==> src/rtl/spi_master_ctrl_if.sv <==
// Bus bundle for spi_master_ctrl: FIFO handshakes, SPI pins and status.
// i_/o_ prefixes are named from the controller's side of the link.
interface spi_master_ctrl_if #(
    parameter int DATA_WIDTH = 8
);
    logic                  i_enable;
    logic                  i_tx_empty;
    logic                  o_tx_rd_en;
    logic [DATA_WIDTH-1:0] i_tx_rd_data;
    logic                  i_rx_full;
    logic                  o_rx_wr_en;
    logic [DATA_WIDTH-1:0] o_rx_wr_data;
    logic                  i_ovf_clr;
    logic                  o_sclk;
    logic                  o_mosi;
    logic                  i_miso;
    logic                  o_cs_n;
    logic                  o_busy;
    logic                  o_rx_overflow;

    modport master (
        input  i_enable, i_tx_empty, i_tx_rd_data, i_rx_full, i_ovf_clr, i_miso,
        output o_tx_rd_en, o_rx_wr_en, o_rx_wr_data, o_sclk, o_mosi, o_cs_n,
               o_busy, o_rx_overflow
    );

    modport slave (
        output i_enable, i_tx_empty, i_tx_rd_data, i_rx_full, i_ovf_clr, i_miso,
        input  o_tx_rd_en, o_rx_wr_en, o_rx_wr_data, o_sclk, o_mosi, o_cs_n,
               o_busy, o_rx_overflow
    );
endinterface

==> src/rtl/spi_master_ctrl.sv <==
// SPI mode-0 master, MSB first: pops a TX FIFO word, runs one cs_n frame,
// pushes the received word to the RX FIFO.
//
// state   | meaning
// --------+--------------------------------------------------------------
// S_IDLE  | cs_n high; pop a word when enabled and TX FIFO not empty
// S_SETUP | cs_n low, sclk low, MSB on mosi for CLK_DIV cycles
// S_SHIFT | sclk toggling, CLK_DIV cycles per half-period
// S_DONE  | one cycle: cs_n high, push word or flag overflow
// S_GAP   | cs_n held high for CS_GAP-1 more cycles
module spi_master_ctrl #(
    parameter int DATA_WIDTH = 8,
    parameter int CLK_DIV    = 2,
    parameter int CS_GAP     = 2,
    parameter int CNT_WIDTH  = 8
) (
    input  logic              clk,
    input  logic              rst,
    spi_master_ctrl_if.master bus
);

    localparam int                   BIT_W   = $clog2(DATA_WIDTH + 1);
    localparam logic [CNT_WIDTH-1:0] HALF_LD = CNT_WIDTH'(CLK_DIV - 1);
    localparam logic [CNT_WIDTH-1:0] GAP_LD  = (CS_GAP > 1) ? CNT_WIDTH'(CS_GAP - 2) : '0;

    typedef enum logic [2:0] {
        S_IDLE,
        S_SETUP,
        S_SHIFT,
        S_DONE,
        S_GAP
    } state_t;

    state_t                r_state;
    state_t                w_state_nxt;
    logic [CNT_WIDTH-1:0]  r_cnt;
    logic [BIT_W-1:0]      r_bit_cnt;
    logic [DATA_WIDTH-1:0] r_tx_shift;
    logic [DATA_WIDTH-1:0] r_rx_shift;
    logic [DATA_WIDTH-1:0] r_rx_data;
    logic                  r_sclk;
    logic                  r_ovf;

    logic                  w_tc;
    logic                  w_pop;
    logic                  w_rise;
    logic                  w_fall;
    logic                  w_last;
    logic                  w_cnt_ld;
    logic [CNT_WIDTH-1:0]  w_cnt_ld_val;
    logic                  w_cnt_dec;
    logic                  w_push;
    logic                  w_ovf_set;
    logic                  w_in_frame;

    assign w_tc = (r_cnt == '0);

    always_ff @(posedge clk or posedge rst) begin
        if (rst) r_state <= S_IDLE;
        else     r_state <= w_state_nxt;
    end

    always_comb begin
        w_state_nxt  = r_state;
        w_pop        = 1'b0;
        w_rise       = 1'b0;
        w_fall       = 1'b0;
        w_last       = 1'b0;
        w_cnt_ld     = 1'b0;
        w_cnt_ld_val = HALF_LD;
        w_cnt_dec    = 1'b0;
        w_push       = 1'b0;
        w_ovf_set    = 1'b0;
        case (r_state)
            S_IDLE: begin
                if (bus.i_enable && !bus.i_tx_empty) begin
                    w_pop       = 1'b1;
                    w_cnt_ld    = 1'b1;
                    w_state_nxt = S_SETUP;
                end
            end
            S_SETUP: begin
                if (w_tc) begin
                    w_rise      = 1'b1;
                    w_cnt_ld    = 1'b1;
                    w_state_nxt = S_SHIFT;
                end else begin
                    w_cnt_dec = 1'b1;
                end
            end
            S_SHIFT: begin
                // A frame ends after the low half-period that follows the last falling edge.
                if (w_tc) begin
                    w_cnt_ld = 1'b1;
                    if (r_sclk) begin
                        w_fall = 1'b1;
                    end else if (r_bit_cnt == '0) begin
                        w_last      = 1'b1;
                        w_state_nxt = S_DONE;
                    end else begin
                        w_rise = 1'b1;
                    end
                end else begin
                    w_cnt_dec = 1'b1;
                end
            end
            S_DONE: begin
                if (bus.i_rx_full) w_ovf_set = 1'b1;
                else               w_push    = 1'b1;
                if (CS_GAP > 1) begin
                    w_cnt_ld     = 1'b1;
                    w_cnt_ld_val = GAP_LD;
                    w_state_nxt  = S_GAP;
                end else begin
                    w_state_nxt = S_IDLE;
                end
            end
            S_GAP: begin
                if (w_tc) w_state_nxt = S_IDLE;
                else      w_cnt_dec   = 1'b1;
            end
            default: w_state_nxt = S_IDLE;
        endcase
    end

    always_ff @(posedge clk or posedge rst) begin
        if (rst) begin
            r_cnt      <= '0;
            r_bit_cnt  <= '0;
            r_tx_shift <= '0;
            r_rx_shift <= '0;
            r_rx_data  <= '0;
            r_sclk     <= 1'b0;
            r_ovf      <= 1'b0;
        end else begin
            if (w_cnt_ld)       r_cnt <= w_cnt_ld_val;
            else if (w_cnt_dec) r_cnt <= r_cnt - CNT_WIDTH'(1);

            if (w_pop) begin
                r_tx_shift <= bus.i_tx_rd_data;
                r_bit_cnt  <= BIT_W'(DATA_WIDTH);
            end else if (w_fall) begin
                r_tx_shift <= {r_tx_shift[DATA_WIDTH-2:0], 1'b0};
                r_bit_cnt  <= r_bit_cnt - BIT_W'(1);
            end

            if (w_rise) begin
                r_sclk     <= 1'b1;
                r_rx_shift <= {r_rx_shift[DATA_WIDTH-2:0], bus.i_miso};
            end else if (w_fall) begin
                r_sclk <= 1'b0;
            end

            if (w_last) r_rx_data <= r_rx_shift;

            if (w_ovf_set)          r_ovf <= 1'b1;
            else if (bus.i_ovf_clr) r_ovf <= 1'b0;
        end
    end

    assign w_in_frame = (r_state == S_SETUP) || (r_state == S_SHIFT);

    // The pop is decoded combinationally so capture lands in the FIFO's valid
    // cycle; masking with rst keeps the strobe low while reset is held.
    assign bus.o_tx_rd_en    = w_pop & ~rst;
    assign bus.o_rx_wr_en    = w_push;
    assign bus.o_rx_wr_data  = r_rx_data;
    assign bus.o_sclk        = r_sclk;
    assign bus.o_mosi        = w_in_frame & r_tx_shift[DATA_WIDTH-1];
    assign bus.o_cs_n        = ~w_in_frame;
    assign bus.o_busy        = (r_state != S_IDLE);
    assign bus.o_rx_overflow = r_ovf;

endmodule

==> src/flat_wrapper.sv <==
// flat-port wrapper written by rule: the top's interface ports become plain ports
module spi_master_ctrl_flat 
#(
    parameter int DATA_WIDTH = 8,
    parameter int CLK_DIV    = 2,
    parameter int CS_GAP     = 2,
    parameter int CNT_WIDTH  = 8
)
  (clk, rst, bus_i_enable, bus_i_tx_empty, bus_i_tx_rd_data, bus_i_rx_full, bus_i_ovf_clr, bus_i_miso, bus_o_tx_rd_en, bus_o_rx_wr_en, bus_o_rx_wr_data, bus_o_sclk, bus_o_mosi, bus_o_cs_n, bus_o_busy, bus_o_rx_overflow);
  spi_master_ctrl_if #(.DATA_WIDTH(DATA_WIDTH)) bus_i ();
  input  logic clk;
  input  logic rst;
  input wire logic [$bits(bus_i.i_enable)-1:0] bus_i_enable;
  input wire logic [$bits(bus_i.i_tx_empty)-1:0] bus_i_tx_empty;
  input wire logic [$bits(bus_i.i_tx_rd_data)-1:0] bus_i_tx_rd_data;
  input wire logic [$bits(bus_i.i_rx_full)-1:0] bus_i_rx_full;
  input wire logic [$bits(bus_i.i_ovf_clr)-1:0] bus_i_ovf_clr;
  input wire logic [$bits(bus_i.i_miso)-1:0] bus_i_miso;
  output wire logic [$bits(bus_i.o_tx_rd_en)-1:0] bus_o_tx_rd_en;
  output wire logic [$bits(bus_i.o_rx_wr_en)-1:0] bus_o_rx_wr_en;
  output wire logic [$bits(bus_i.o_rx_wr_data)-1:0] bus_o_rx_wr_data;
  output wire logic [$bits(bus_i.o_sclk)-1:0] bus_o_sclk;
  output wire logic [$bits(bus_i.o_mosi)-1:0] bus_o_mosi;
  output wire logic [$bits(bus_i.o_cs_n)-1:0] bus_o_cs_n;
  output wire logic [$bits(bus_i.o_busy)-1:0] bus_o_busy;
  output wire logic [$bits(bus_i.o_rx_overflow)-1:0] bus_o_rx_overflow;
  assign bus_i.i_enable = bus_i_enable;
  assign bus_i.i_tx_empty = bus_i_tx_empty;
  assign bus_i.i_tx_rd_data = bus_i_tx_rd_data;
  assign bus_i.i_rx_full = bus_i_rx_full;
  assign bus_i.i_ovf_clr = bus_i_ovf_clr;
  assign bus_i.i_miso = bus_i_miso;
  assign bus_o_tx_rd_en = bus_i.o_tx_rd_en;
  assign bus_o_rx_wr_en = bus_i.o_rx_wr_en;
  assign bus_o_rx_wr_data = bus_i.o_rx_wr_data;
  assign bus_o_sclk = bus_i.o_sclk;
  assign bus_o_mosi = bus_i.o_mosi;
  assign bus_o_cs_n = bus_i.o_cs_n;
  assign bus_o_busy = bus_i.o_busy;
  assign bus_o_rx_overflow = bus_i.o_rx_overflow;
  spi_master_ctrl #(.DATA_WIDTH(DATA_WIDTH), .CLK_DIV(CLK_DIV), .CS_GAP(CS_GAP), .CNT_WIDTH(CNT_WIDTH)) u_core (.clk(clk), .rst(rst), .bus(bus_i));
endmodule
==> config.mk <==
export PLATFORM = sky130hd
export DESIGN_NAME = spi_master_ctrl_flat
export DESIGN_NICKNAME = d
export VERILOG_FILES = /design/src/rtl/spi_master_ctrl_if.sv /design/src/rtl/spi_master_ctrl.sv /design/src/flat_wrapper.sv
export SDC_FILE = /design/constraint.sdc
export NUM_CORES = 1
export LEC_CHECK = 0
export CORE_ASPECT_RATIO = 1.4
export CORE_UTILIZATION = 42
export DETAILED_ROUTE_END_ITERATION = 10
export PLACE_DENSITY = 0.69
export SYNTH_ARGS = -nofsm -noshare
export SYNTH_HDL_FRONTEND = slang
export SYNTH_SLANG_ARGS = --single-unit
==> constraint.sdc <==
create_clock -name clk -period 2.4 [get_ports clk]
set_clock_uncertainty 0.15 [all_clocks]
set_input_delay 0.48 -clock clk [delete_from_list [all_inputs] [get_ports clk]]
set_output_delay 0.48 -clock clk [all_outputs]
set_load 0.05 [all_outputs]
; Yosys cells after proc, flatten, opt, wreduce, memory -nomap -nowiden
; Cells that the tools add are included.
[word_totals]
in_bits = 15
ff_bits = 41
output_inout_bits = 15
[op_classes]
reduce_logical = 14
addsub = 2
bitwise_logic = 4
n_eq_ne = 10
muxes = 39
[op_table]
columns = operator, n
row1 = $mux 8, 4
row2 = $mux 1, 24
row3 = $mux 3, 6
row4 = $pmux 3 s5, 1
row5 = $ne 2x1->1 const B, 5
row6 = $logic_not 8->1, 1
row7 = $mux 4, 2
row8 = $reduce_bool 2->1, 4
row9 = $sub 8x1->8 const B, 1
row10 = $eq 3x2->1 const B, 2
row11 = $reduce_and 6->1, 1
row12 = $logic_not 4->1, 1
row13 = $sub 4x1->4 const B, 1
row14 = $eq 3x1->1 const B, 1
row15 = $eq 3x3->1 const B, 1
row16 = $logic_not 3->1, 1
row17 = $pmux 1 s3, 1
row18 = $reduce_bool 3->1, 1
row19 = $reduce_or 3->1, 1
row20 = $and 1x1->1, 2
row21 = $ne 2x2->1 const B, 1
row22 = $not 1->1, 2
row23 = $pmux 1 s2, 1
row24 = $reduce_or 2->1, 1
row25 = other kinds (3), 3

; Depth between registers and ports, before layout
; Gate-level depths: netlist (run 1).
[logic_depth]
depth_word = 6
depth_mapped = 7
ltp_nobuf = 6

; Worst setup path before layout (run 1)
; Ideal clock, no wire load.
[synth_timing]
path_type = reg-to-output
from = register u_core.r_state[1]
to = output bus_o_mosi
required_ns = 1.770
arrival_time_ns = 2.514
slack_ns = -0.744
stages_incl_launch_ff = 5
n_path_buf = 1
path_cell_list = dfrtp_1 clkbuf_1 nor2_1 o21ai_0 nor2_1
[synth_via]
elab_chain_len = 3
elab_cells_between_ends = 4
cone_classes = eq/ne (2) / bitwise (1) / reduce/logical (1)
[synth_rtl]
columns = element, line
row1 = start: declaration, spi_master_ctrl.sv:34  ; state_t r_state;
row2 = start signal: assignment, spi_master_ctrl.sv:60  ; else r_state <= w_state_nxt;
row3 = $eq 3x1->1 or $eq 3x2->1 (tied branches), spi_master_ctrl.sv:161  ; assign w_in_frame = (r_state == S_SETUP) || (r_state == S_SHIFT);
row4 = $logic_or 1x1->1 *, spi_master_ctrl.sv:161
row5 = $and 1x1->1 *, spi_master_ctrl.sv:169  ; assign bus.o_mosi = w_in_frame & r_tx_shift[DATA_WIDTH-1];
row6 = end: declaration, flat_wrapper.sv:23  ; output wire logic [$bits(bus_i.o_mosi)-1:0] bus_o_mosi;
; Every way passes the cells marked *; elsewhere a longest branch is shown, timed or not.

; Worst setup path in the final report (run 1)
[layout_timing]
from = register u_core.r_bit_cnt[1]
to = register u_core.r_rx_shift[7]
[layout_via]
elab_chain_len = 5
[layout_rtl]
columns = element, line
row1 = start: declaration, spi_master_ctrl.sv:37  ; logic [BIT_W-1:0] r_bit_cnt;
row2 = start signal: assignment, spi_master_ctrl.sv:141  ; r_bit_cnt <= BIT_W'(DATA_WIDTH);
row3 = start signal: assignment, spi_master_ctrl.sv:144  ; r_bit_cnt <= r_bit_cnt - BIT_W'(1);
row4 = $logic_not 4->1, spi_master_ctrl.sv:97  ; end else if (r_bit_cnt == '0) begin
row5 = $mux 1, spi_master_ctrl.sv:97
row6 = $mux 1, spi_master_ctrl.sv:95  ; if (r_sclk) begin
row7 = $mux 1, spi_master_ctrl.sv:93  ; if (w_tc) begin
row8 = $pmux 1 s2, spi_master_ctrl.sv:74  ; case (r_state)
row9 = end signal: assignment, spi_master_ctrl.sv:149  ; r_rx_shift <= {r_rx_shift[DATA_WIDTH-2:0], bus.i_miso};
row10 = end: declaration, spi_master_ctrl.sv:39  ; logic [DATA_WIDTH-1:0] r_rx_shift;
; No other way between the ends.
; A chain may end at the register's enable or synchronous reset.

==> metrics.yaml, run 1 <==
place:
  routabilityCongestion: 0.7605
  placed_cell_area_um2: 2516
  io_buffer_count: 29
  dp_hpwl_um: 2948
grt:
  grt.overflow.total: 0
  grt_pass1_vias: 1536
  antenna_found_initial: 0
  use_met2_pct: 30.73
  grt_usage_pct: 17.71
  grt_pass1_wl_um: 6886
  grtUsageMet3_pct: 3.659
  grt_start_max_net_pins: 42
  use_met1_pct: 20.92
  grt.busiest_layer: "met2"
pwr:
  peakVddDrop_v: 0.0006829
  p_per_area_nw_per_um2: 1304
  leakagePower_nw: 1.077
setup_path:
  cpMaxStageDelayCell: "or3b_2"
  critPathKind: "flip-flop to flip-flop"
  rrSetupSlack_ns: 0.14
  cp.buffers_inverters: 1
  slowest_delay_ns: 0.45
  critPathArrivalTime_ns: 2.30
  start_kind: "flip-flop"
  crit_chain: "inv_1 -> ha_1 -> or3b_2 -> and3_1 -> o211ai_4 -> mux2_2"
  crit_fanout: 9
  critPathRequiredTime_ns: 2.44
  cp_top_family: "simple AND/OR/NAND/NOR gates"
  endpoint_kind: "flip-flop"
final_layout:
  antenna_cells: 0
  multi_input_area_um2: 954.7
  fin_area_um2: 2621
  drive_gt1_share_pct: 22.98
  area_growth_pct: 27.28
  final_util_pct: 56.88
  nets: 253
  nFillCells: 421
  seqCellArea_um2: 1027
clocking:
  clk_path_buf_depth: 2
  cts.htree.levels: 2
  postCtsHoldBufs: 0
  cts.sinks: 41
  cts_tree: "yes"
  clock_latency_ns: 0.30
  numCtsBuffers: 5
  cts_root_buf: "clkbuf_8"
  cts_setup_buffers: 0
  cts.clk_slew.worst_paths_ns: 0.09
sta:
  period_minus_slack_ns: 2.258
  maxSlewViolCount: 0
  rsz0062_at_grt: "false"
  setup_tns_ns: 0
  min_period_over_period_pct: 94.06
  setup_violations: 0
  worst_slew_pin_slew_ns: 0.5174
  slew_headroom_pct: 65.19
  whs_ns: 0.3584
  finalHoldViolations: 0
  timing.fmax_ghz: 0.4430
synthesis:
  synth_nets: 213
  synthCells: 194
  synth_cell_types: 40
  netlist_area_um2: 2059
  avgSynthCellArea_um2: 10.62
  yosysSeqAreaShare_pct: 49.82
  synth_ff_type: "dfrtp_1"
  yosysWarnings: 0
  synth-async-reset-ratio_pct: 100.0
  synth_edf_count: 0
  ys_ff_latch: 41
floorplanning:
  ios: 30
  coreArea_um2: 4608
  die_w_um: 61.18
  initial_utilization_pct: 44.69
  die_y_um: 84.86
  rows: 29
  dieArea_um2: 5191
detailed_routing:
  wl_per_cell_um: 13.54
  detail_route.first_pass.iterations: 4
  finalWirelength_um: 4020
  drc: 0
  ant_nets: 0
  drt_iter0_drc: 70
  num_vias: 1548
  drt-vias-per-instance: 5.212
min_path:
  min_path_type: "flip-flop to flip-flop"
status:
  status: "finished, final reports clean"
flow_run:
  cap_violations: 0
-- layout make-up --
cell class	count	area share (%)
repair buffers	40	16.13
multi-input cells	134	36.42
well taps	62	2.959
inverters	12	1.718
flip-flops and latches	41	39.19
clock inverters	3	0.9547
clock buffers	5	2.625
-- timing repair --
item	4_1_cts	5_1_grt
hold endpoints to repair	0	0
setup endpoints to repair	0	24
gates resized for setup	0	4
-- final timing paths --
check	to	from	cells after the start
setup reg to reg	u_core.r_rx_shift[7]	u_core.r_bit_cnt[1]	6
max in group asynchronous	u_core.r_state[1]	rst	3
setup / recovery	u_core.r_rx_shift[7]	u_core.r_bit_cnt[1]	6
hold / removal	u_core.bus.o_rx_wr_data[1]	u_core.bus.o_rx_wr_data[1]	1
min in group asynchronous	u_core.r_tx_shift[1]	rst	3
hold reg to reg	u_core.bus.o_rx_wr_data[1]	u_core.bus.o_rx_wr_data[1]	1
-- routing by layer --
metal / wire length (µm) / part of all wire [%]
met4: 55 / 1.4
met5: 0 / 0
met2: 2206 / 55
met3: 91 / 2.3
met1: 1666 / 41
-- layout by cell type (no fill, tap or decap), types with 2 or more instances in the layout --
cell and instances:
nor2b_1 2, clkdlybuf4s50_1 24, a31oi_1 2, or4_1 5, a21oi_1 16, nor2_1 15
o21ai_0 10, nor3b_1 2, mux2_2 16, inv_1 12, mux2i_1 8, buf_12 5
nand3_1 3, nand2b_1 2, and3_1 2, buf_4 11, ha_1 4, or3_1 2
clkbuf_8 5, nand2_1 13, nor3_1 3, dfrtp_1 40, a211oi_1 2, o31ai_1 4
nor2_2 3
-- power breakdown --
group          switching (mW)  internal [mW]  leakage (nW)
clock network           0.258          0.210        0.0447
registers               0.233          0.961         0.495
logic                   0.990          0.766         0.537
total                    1.48           1.94          1.08
-- per-stage QoR --
stage / power, mW / worst slack (ns) / cells
3_5_place_dp: 2.943 / 0.1356 / 289
6_report: 3.417 / 0.1424 / 297
2_1_floorplan: 2.372 / -0.1147 / 194
3_3_place_gp: 2.909 / 0.1673 / 289
5_1_grt: 3.665 / 0.02751 / 297
4_1_cts: 3.424 / 0.1144 / 297
-- state kept, by name, summed over array words and instances (netlist names) --
register,count
u_core.r_tx_shift,8
u_core.r_cnt,8
u_core.r_rx_shift,8
u_core.r_state,3
u_core.bus.o_rx_wr_data,8
u_core.bus.o_sclk,1
u_core.bus.o_rx_overflow,1
u_core.r_bit_cnt,4
-- logic make-up after synthesis --
family / Yosys count / synth area share [%]
simple gates: 65 / 18.11
flops: 41 / 49.82
compound gates: 39 / 11.60
mux: 24 / 12.64
buf+inv: 19 / 4.556
fa+ha+maj: 4 / 2.430
xor+xnor: 2 / 0.8507
-- cells in the mapped netlist, types with 2 or more instances --
cell	n	area (µm²)
dfrtp_1	41	1026
nor2_1	18	67.56
a21oi_1	16	80.08
mux2_2	16	180.2
nand2_1	13	48.80
inv_1	12	45.04
o21ai_0	11	55.05
mux2i_1	8	80.08
or4_1	5	37.54
ha_1	4	50.05
nor3_1	4	20.02
o31ai_1	4	30.03
clkbuf_1	3	11.26
nand3_1	3	15.01
a211oi_1	2	15.01
a31oi_1	2	12.51
and3_1	2	12.51
buf_4	2	15.01
buf_6	2	22.52
nand2b_1	2	12.51
nor2b_1	2	12.51
nor3b_1	2	15.01
or3_1	2	12.51
or3b_2	2	17.52
Power figures use the tool's default switching activity.
==> inputs of run 2 (changes only) <==
Settings changed: REMOVE_ABC_BUFFERS set to 1.
==> run 2 against run 1 <==
- register-to-register slack barely moved
- largest cell class unchanged
- sequential share of layout area fell by 0.34 points
- total power rose by 2.1%
- highest routed layer unchanged
- first-iteration DRC count fell by 16%
- critical path depth fell by 2
==> metrics.yaml, run 2 (synthesis results as in run 1) <==
status:
  status: "finished, final reports clean"
grt:
  antenna_found_initial: 0  # unchanged
  grt_start_max_net_pins: 42  # unchanged
  grt.overflow.total: 0  # unchanged
  grt_usage_pct: 17.20  # -0.51 points
  grt_pass1_wl_um: 6727  # -2.3%
  grt_pass1_vias: 1501  # -2.3%
place:
  dp_hpwl_um: 2747  # -6.8%
  io_buffer_count: 29  # unchanged
  routabilityCongestion: 0.7783  # +2.3%
sta:
  worst_slew_pin_slew_ns: 0.5078  # -0.009602 ns
  setup_violations: 0  # unchanged
  rsz0062_at_grt: "false"
  setup_tns_ns: 0  # unchanged
  period_minus_slack_ns: 2.297  # +0.03918 ns
  min_period_over_period_pct: 95.70  # +1.6 points
  timing.fmax_ghz: 0.4354  # -1.7%
  whs_ns: 0.3566  # -0.001803 ns
  maxSlewViolCount: 0  # unchanged
  slew_headroom_pct: 65.83  # +0.65 points
  finalHoldViolations: 0  # unchanged
final_layout:
  antenna_cells: 0  # unchanged
  area_growth_pct: 28.25
  nets: 253  # unchanged
  drive_gt1_share_pct: 21.28  # -1.7 points
  most-common-layout-cells: "dfrtp_1 (41), clkdlybuf4s50_1 (24), nor2_1 (18), mux2_2 (16), a21oi_1 (16)"
  final_common_cell: "dfrtp_1"
detailed_routing:
  num_vias: 1565  # +1.1%
  detail_route.first_pass.iterations: 4  # unchanged
  drt_iter0_drc: 59  # -16%
  route.met2.wl_um: 1998  # -9.4%
  finalWirelength_um: 3851  # -4.2%
  route.met3.wl_um: 128  # +41%
  top_layer: "met4"
  ant_nets: 0  # unchanged
  wl_per_cell_um: 12.97  # -4.2%
  drt-vias-per-instance: 5.269  # +1.1%
  wl_met1_um: 1650  # -0.96%
  drc: 0  # unchanged
setup_path:
  cp_top_family: "flip-flops"
  critPathArrivalTime_ns: 1.67  # -0.63 ns
  crit_chain: "nor2b_1 -> o21ai_0 -> buf_4 -> buf_12"
  start_kind: "flip-flop"
  critPathRequiredTime_ns: 1.77  # -0.67 ns
  critPathKind: "flip-flop to output pin"
  cp.buffers_inverters: 2  # +1
  rrSetupSlack_ns: 0.14  # about the same
  endpoint_kind: "output pin"
  crit_start: "u_core.r_state[1]"
  slowest_delay_ns: 0.53  # +0.08 ns
  crit_fanout: 13  # +4
  r2r_start: "u_core.r_bit_cnt[0]"
  cpMaxStageDelayCell: "dfrtp_1"
floorplanning:
  dieArea_um2: 5191  # unchanged
  ios: 30  # unchanged
  coreArea_um2: 4608  # unchanged
  die_y_um: 84.86  # unchanged
  initial_utilization_pct: 44.69  # unchanged
  rows: 29  # unchanged
  die_w_um: 61.18  # unchanged
clocking:
  cts_setup_buffers: 0  # unchanged
  cts.clk_slew.worst_paths_ns: 0.09  # about the same
  numCtsBuffers: 5  # unchanged
  clk_path_buf_depth: 2  # unchanged
  cts_tree: "yes"
  cts.sinks: 41  # unchanged
  postCtsHoldBufs: 0  # unchanged
  clock_latency_ns: 0.30  # about the same
  cts.htree.levels: 2  # unchanged
  cts_root_buf: "clkbuf_8"
pwr:
  leakagePower_nw: 1.092  # +1.4%
  p_per_area_nw_per_um2: 1321  # +1.3%
  p_sw_mw: 1.451  # -2.0%
  p_sw_share_pct: 41.59  # -1.7 points
  p_seq_share_pct: 34.6  # -0.3 points
  cellInternalPower_mw: 2.037  # +5.2%
  peakVddDrop_v: 0.001148  # +68%
  combPwrFrac_pct: 49.2  # -2.2 points
  clock_power_share_pct: 16.2  # +2.5 points
flow_run:
  cap_violations: 0  # unchanged
min_path:
  min_path_type: "flip-flop to flip-flop"
  min_from: "u_core.bus.o_rx_wr_data[0]"
[run 2: through the flow]
stage          setup WS (ns)  cells  util (%)  power (mW)  instance area, µm²
2_1_floorplan        -0.6112    187         -       2.304                2011
3_3_place_gp          0.1611    289     54.77       2.899                2524
3_5_place_dp          0.1285    289     54.77       2.937                2524
4_1_cts              0.06094    297     57.26       3.511                2639
5_1_grt             0.003359    297     57.32       3.738                2641
6_report              0.1033    297     57.32       3.489                2641
[run 2: layout make-up]
type / instances / area [µm²]
fill: 419 / 1967
inverter: 12 / 45.04
clock buffer: 5 / 68.82
tap: 62 / 77.57
sequential: 41 / 1026
multi-input combinational: 134 / 942.2
clock inverter: 3 / 46.29
timing repair buffer: 40 / 435.4
[run 2: power by group through the flow]
stage	clock network, mW	registers [mW]	logic (mW)
final	0.564	1.21	1.72
after global routing	0.612	1.25	1.88
after CTS	0.580	1.20	1.73
after detailed placement	0	1.21	1.72
after global placement	0	1.21	1.69
after floorplan	0	1.26	1.04
[run 2: what timing repair did]
| item | 4_1_cts | 5_1_grt |
|---|---|---|
| setup endpoints to repair | 0 | 14 |
| hold endpoints to repair | 0 | 0 |
| resized for setup | 0 | 2 |
[run 2: routing by layer]
layer  up-vias  GRT usage (%)
met2        29          27.47
met4         0          6.818
li1        766              -
met3         5          3.963
met1       765          22.08
met5         -              0
[run 2: path summary, 6_finish.rpt]
kind,cells past startpoint,endpoint
min in group asynchronous,3,u_core.r_tx_shift[0]
worst max-delay path,4,bus_o_cs_n
worst min-delay path,1,u_core.bus.o_rx_wr_data[0]
worst min register to register,1,u_core.bus.o_rx_wr_data[0]
worst max register to register,6,u_core.r_rx_shift[5]
max in group asynchronous,3,u_core.r_bit_cnt[2]
==> inputs of run 3 (changes only) <==
Settings changed: CTS_CLUSTER_SIZE set to 28, PLACE_DENSITY 0.69 to 0.75.
Clock period 2.4 ns to 2.04 ns, I/O delays scaled along.
==> run 3 against run 2 <==
- global-route usage up 2.4 points
- the run now ends with setup timing left
- sequential share of layout area down 4.9 points
- die area unchanged
- critical path type is now flip-flop to flip-flop
- first-iteration DRC count up 1.7%
- non-clock buffer count up 33
- via count up 11%
- hold slack better by 0.0069 ns
==> metrics.yaml, run 3 (synthesis results as in run 1) <==
setup_path:
  r2r_start: "u_core.r_cnt[0]"
  crit_fanout: 4  # -9
  start_kind: "flip-flop"
  r2r_end: "u_core.r_tx_shift[1]"
  rrSetupSlack_ns: -0.17  # -0.31 ns
  critPathArrivalTime_ns: 2.23  # +0.56 ns
  critPathKind: "flip-flop to flip-flop"
  rr_worst_depth: 8  # +2
  critPathRequiredTime_ns: 2.07  # +0.30 ns
  endpoint_kind: "flip-flop"
detailed_routing:
  wl_per_cell_um: 14.67  # +13%
  finalWirelength_um: 4857  # +26%
  num_vias: 1737  # +11%
  ant_nets: 0  # unchanged
  detail_route.first_pass.iterations: 4  # unchanged
  drt-vias-per-instance: 5.248  # -0.41%
  drt_iter0_drc: 60  # +1.7%
  drc: 0  # unchanged
clocking:
  cts_root_buf: "clkbuf_8"
  clock_latency_ns: 0.29  # about the same
  clk_path_buf_depth: 2  # unchanged
  cts.clk_slew.worst_paths_ns: 0.09  # about the same
  postCtsHoldBufs: 0  # unchanged
  cts.htree.levels: 2  # unchanged
  cts.sinks: 41  # unchanged
  cts_tree: "yes"
  numCtsBuffers: 5  # unchanged
place:
  dp_slack_ns: -0.1543  # -0.2828 ns
  io_buffer_count: 29  # unchanged
  routabilityCongestion: 0.8949  # +15%
  dp_cells: 312  # +8.0%
  dp_hpwl_um: 3129  # +14%
final_layout:
  most-common-layout-cells: "buf_4 (47), dfrtp_1 (38), clkdlybuf4s50_1 (14), nand2_1 (13), nor2_1 (13)"
  antenna_cells: 0  # unchanged
  drive_gt1_share_pct: 44.24  # +23 points
  stdcell_count: 331  # +11%
  final_common_cell: "buf_4"
  area_growth_pct: 47.45
  nets: 287  # +13%
grt:
  grt_pass1_vias: 1718  # +14%
  antenna_found_initial: 0  # unchanged
  grt.overflow.total: 0  # unchanged
  grt_start_max_net_pins: 42  # unchanged
  grt_usage_pct: 19.59  # +2.4 points
  grt_pass1_wl_um: 7548  # +12%
min_path:
  hold_depth: 1  # unchanged
  hold_path_end: "u_core.bus.o_rx_wr_data[0]"
  min_path_type: "flip-flop to flip-flop"
  min_from: "u_core.bus.o_rx_wr_data[0]"
sta:
  whs_ns: 0.3635  # +0.006922 ns
  finalWorstSetupSlack_ns: -0.1657  # -0.2690 ns
  rsz0062_at_grt: "true"
  maxSlewViolCount: 0  # unchanged
  setup_violations: 30  # +30
  period_minus_slack_ns: 2.206
  finalHoldViolations: 0  # unchanged
  timing.fmax_ghz: 0.4534
  slew_headroom_pct: 79.17  # +13 points
  worst_slew_pin_slew_ns: 0.3110  # -0.1968 ns
  min_period_over_period_pct: 108.1
status:
  violations: "setup timing"
  status: "finished with violations"
pwr:
  peakVddDrop_v: 0.001219  # +6.1%
  total_power_mw: 4.992  # +43%
  p_per_area_nw_per_um2: 1644  # +24%
  leakagePower_nw: 1.308  # +20%
floorplanning:
  initial_utilization_pct: 44.69  # unchanged
  coreArea_um2: 4608  # unchanged
  die_y_um: 84.86  # unchanged
  ios: 30  # unchanged
  dieArea_um2: 5191  # unchanged
  die_w_um: 61.18  # unchanged
  rows: 29  # unchanged
flow_run:
  cap_violations: 0  # unchanged
-- run 3: final cells by class --
type	count	area, µm²
clock buffer	5	68.82
clock inverter	3	46.29
fill	358	1572
inverter	12	45.04
multi-input combinational	135	1075
sequential	41	1030
tap	62	77.57
timing repair buffer	73	694.4
-- run 3: worst max-delay path, stage by stage (launching register included) --
cell	delay, ns
dfrtp_1	0.40
inv_2	0.09
ha_4	0.14
or3b_4	0.40
nor4_4	0.31
clkbuf_16	0.19
buf_6	0.11
mux2i_1	0.20
a21oi_1	0.09
-- run 3: metal layers --
| layer | vias to the layer above | track usage, % | wire length (µm) |
|---|---|---|---|
| li1 | 840 | - | - |
| met3 | 4 | 4.116 | 115 |
| met5 | - | 0 | 0 |
| met2 | 30 | 33.50 | 2716 |
| met4 | 0 | 7.645 | 55 |
| met1 | 863 | 23.21 | 1969 |
-- run 3: where the power goes --
part	leakage [nW]	internal, mW	switching (mW)
combinational	0.762	1.44	1.49
clock	0.0543	0.366	0.297
sequential	0.492	1.13	0.262
total	1.31	2.95	2.05
-- run 3: worst max path at each step --
stage | startpoint | endpoint | slack [ns] | depth (start not counted)
2_1_floorplan | u_core.r_state[1] | bus_o_mosi | -0.90 | 3
3_3_place_gp | u_core.r_cnt[0] | u_core.r_tx_shift[2] | -0.11 | 7
3_5_place_dp | u_core.r_bit_cnt[1] | u_core.r_rx_shift[2] | -0.15 | 6
4_1_cts | u_core.r_cnt[1] | u_core.r_tx_shift[6] | -0.12 | 8
5_1_grt | u_core.r_cnt[0] | u_core.r_tx_shift[1] | -0.24 | 8
6_report | u_core.r_cnt[0] | u_core.r_tx_shift[1] | -0.17 | 8
-- run 3: per-stage QoR --
stage / util (%) / area (µm²) / TNS, ns
detailed placement: 57.97 / 2671 / -3.377
CTS: 63.32 / 2918 / -2.685
floorplan: - / 2011 / -15.30
finish: 65.90 / 3037 / -3.282
global route: 65.90 / 3037 / -5.040
global placement: 57.97 / 2671 / -2.455
-- run 3: repair_timing --
action	CTS	global route
resized for setup	23	25
setup buffers	6	4
pin swaps	10	10
gates cloned	1	0
endpoints found under the setup margin	35	40
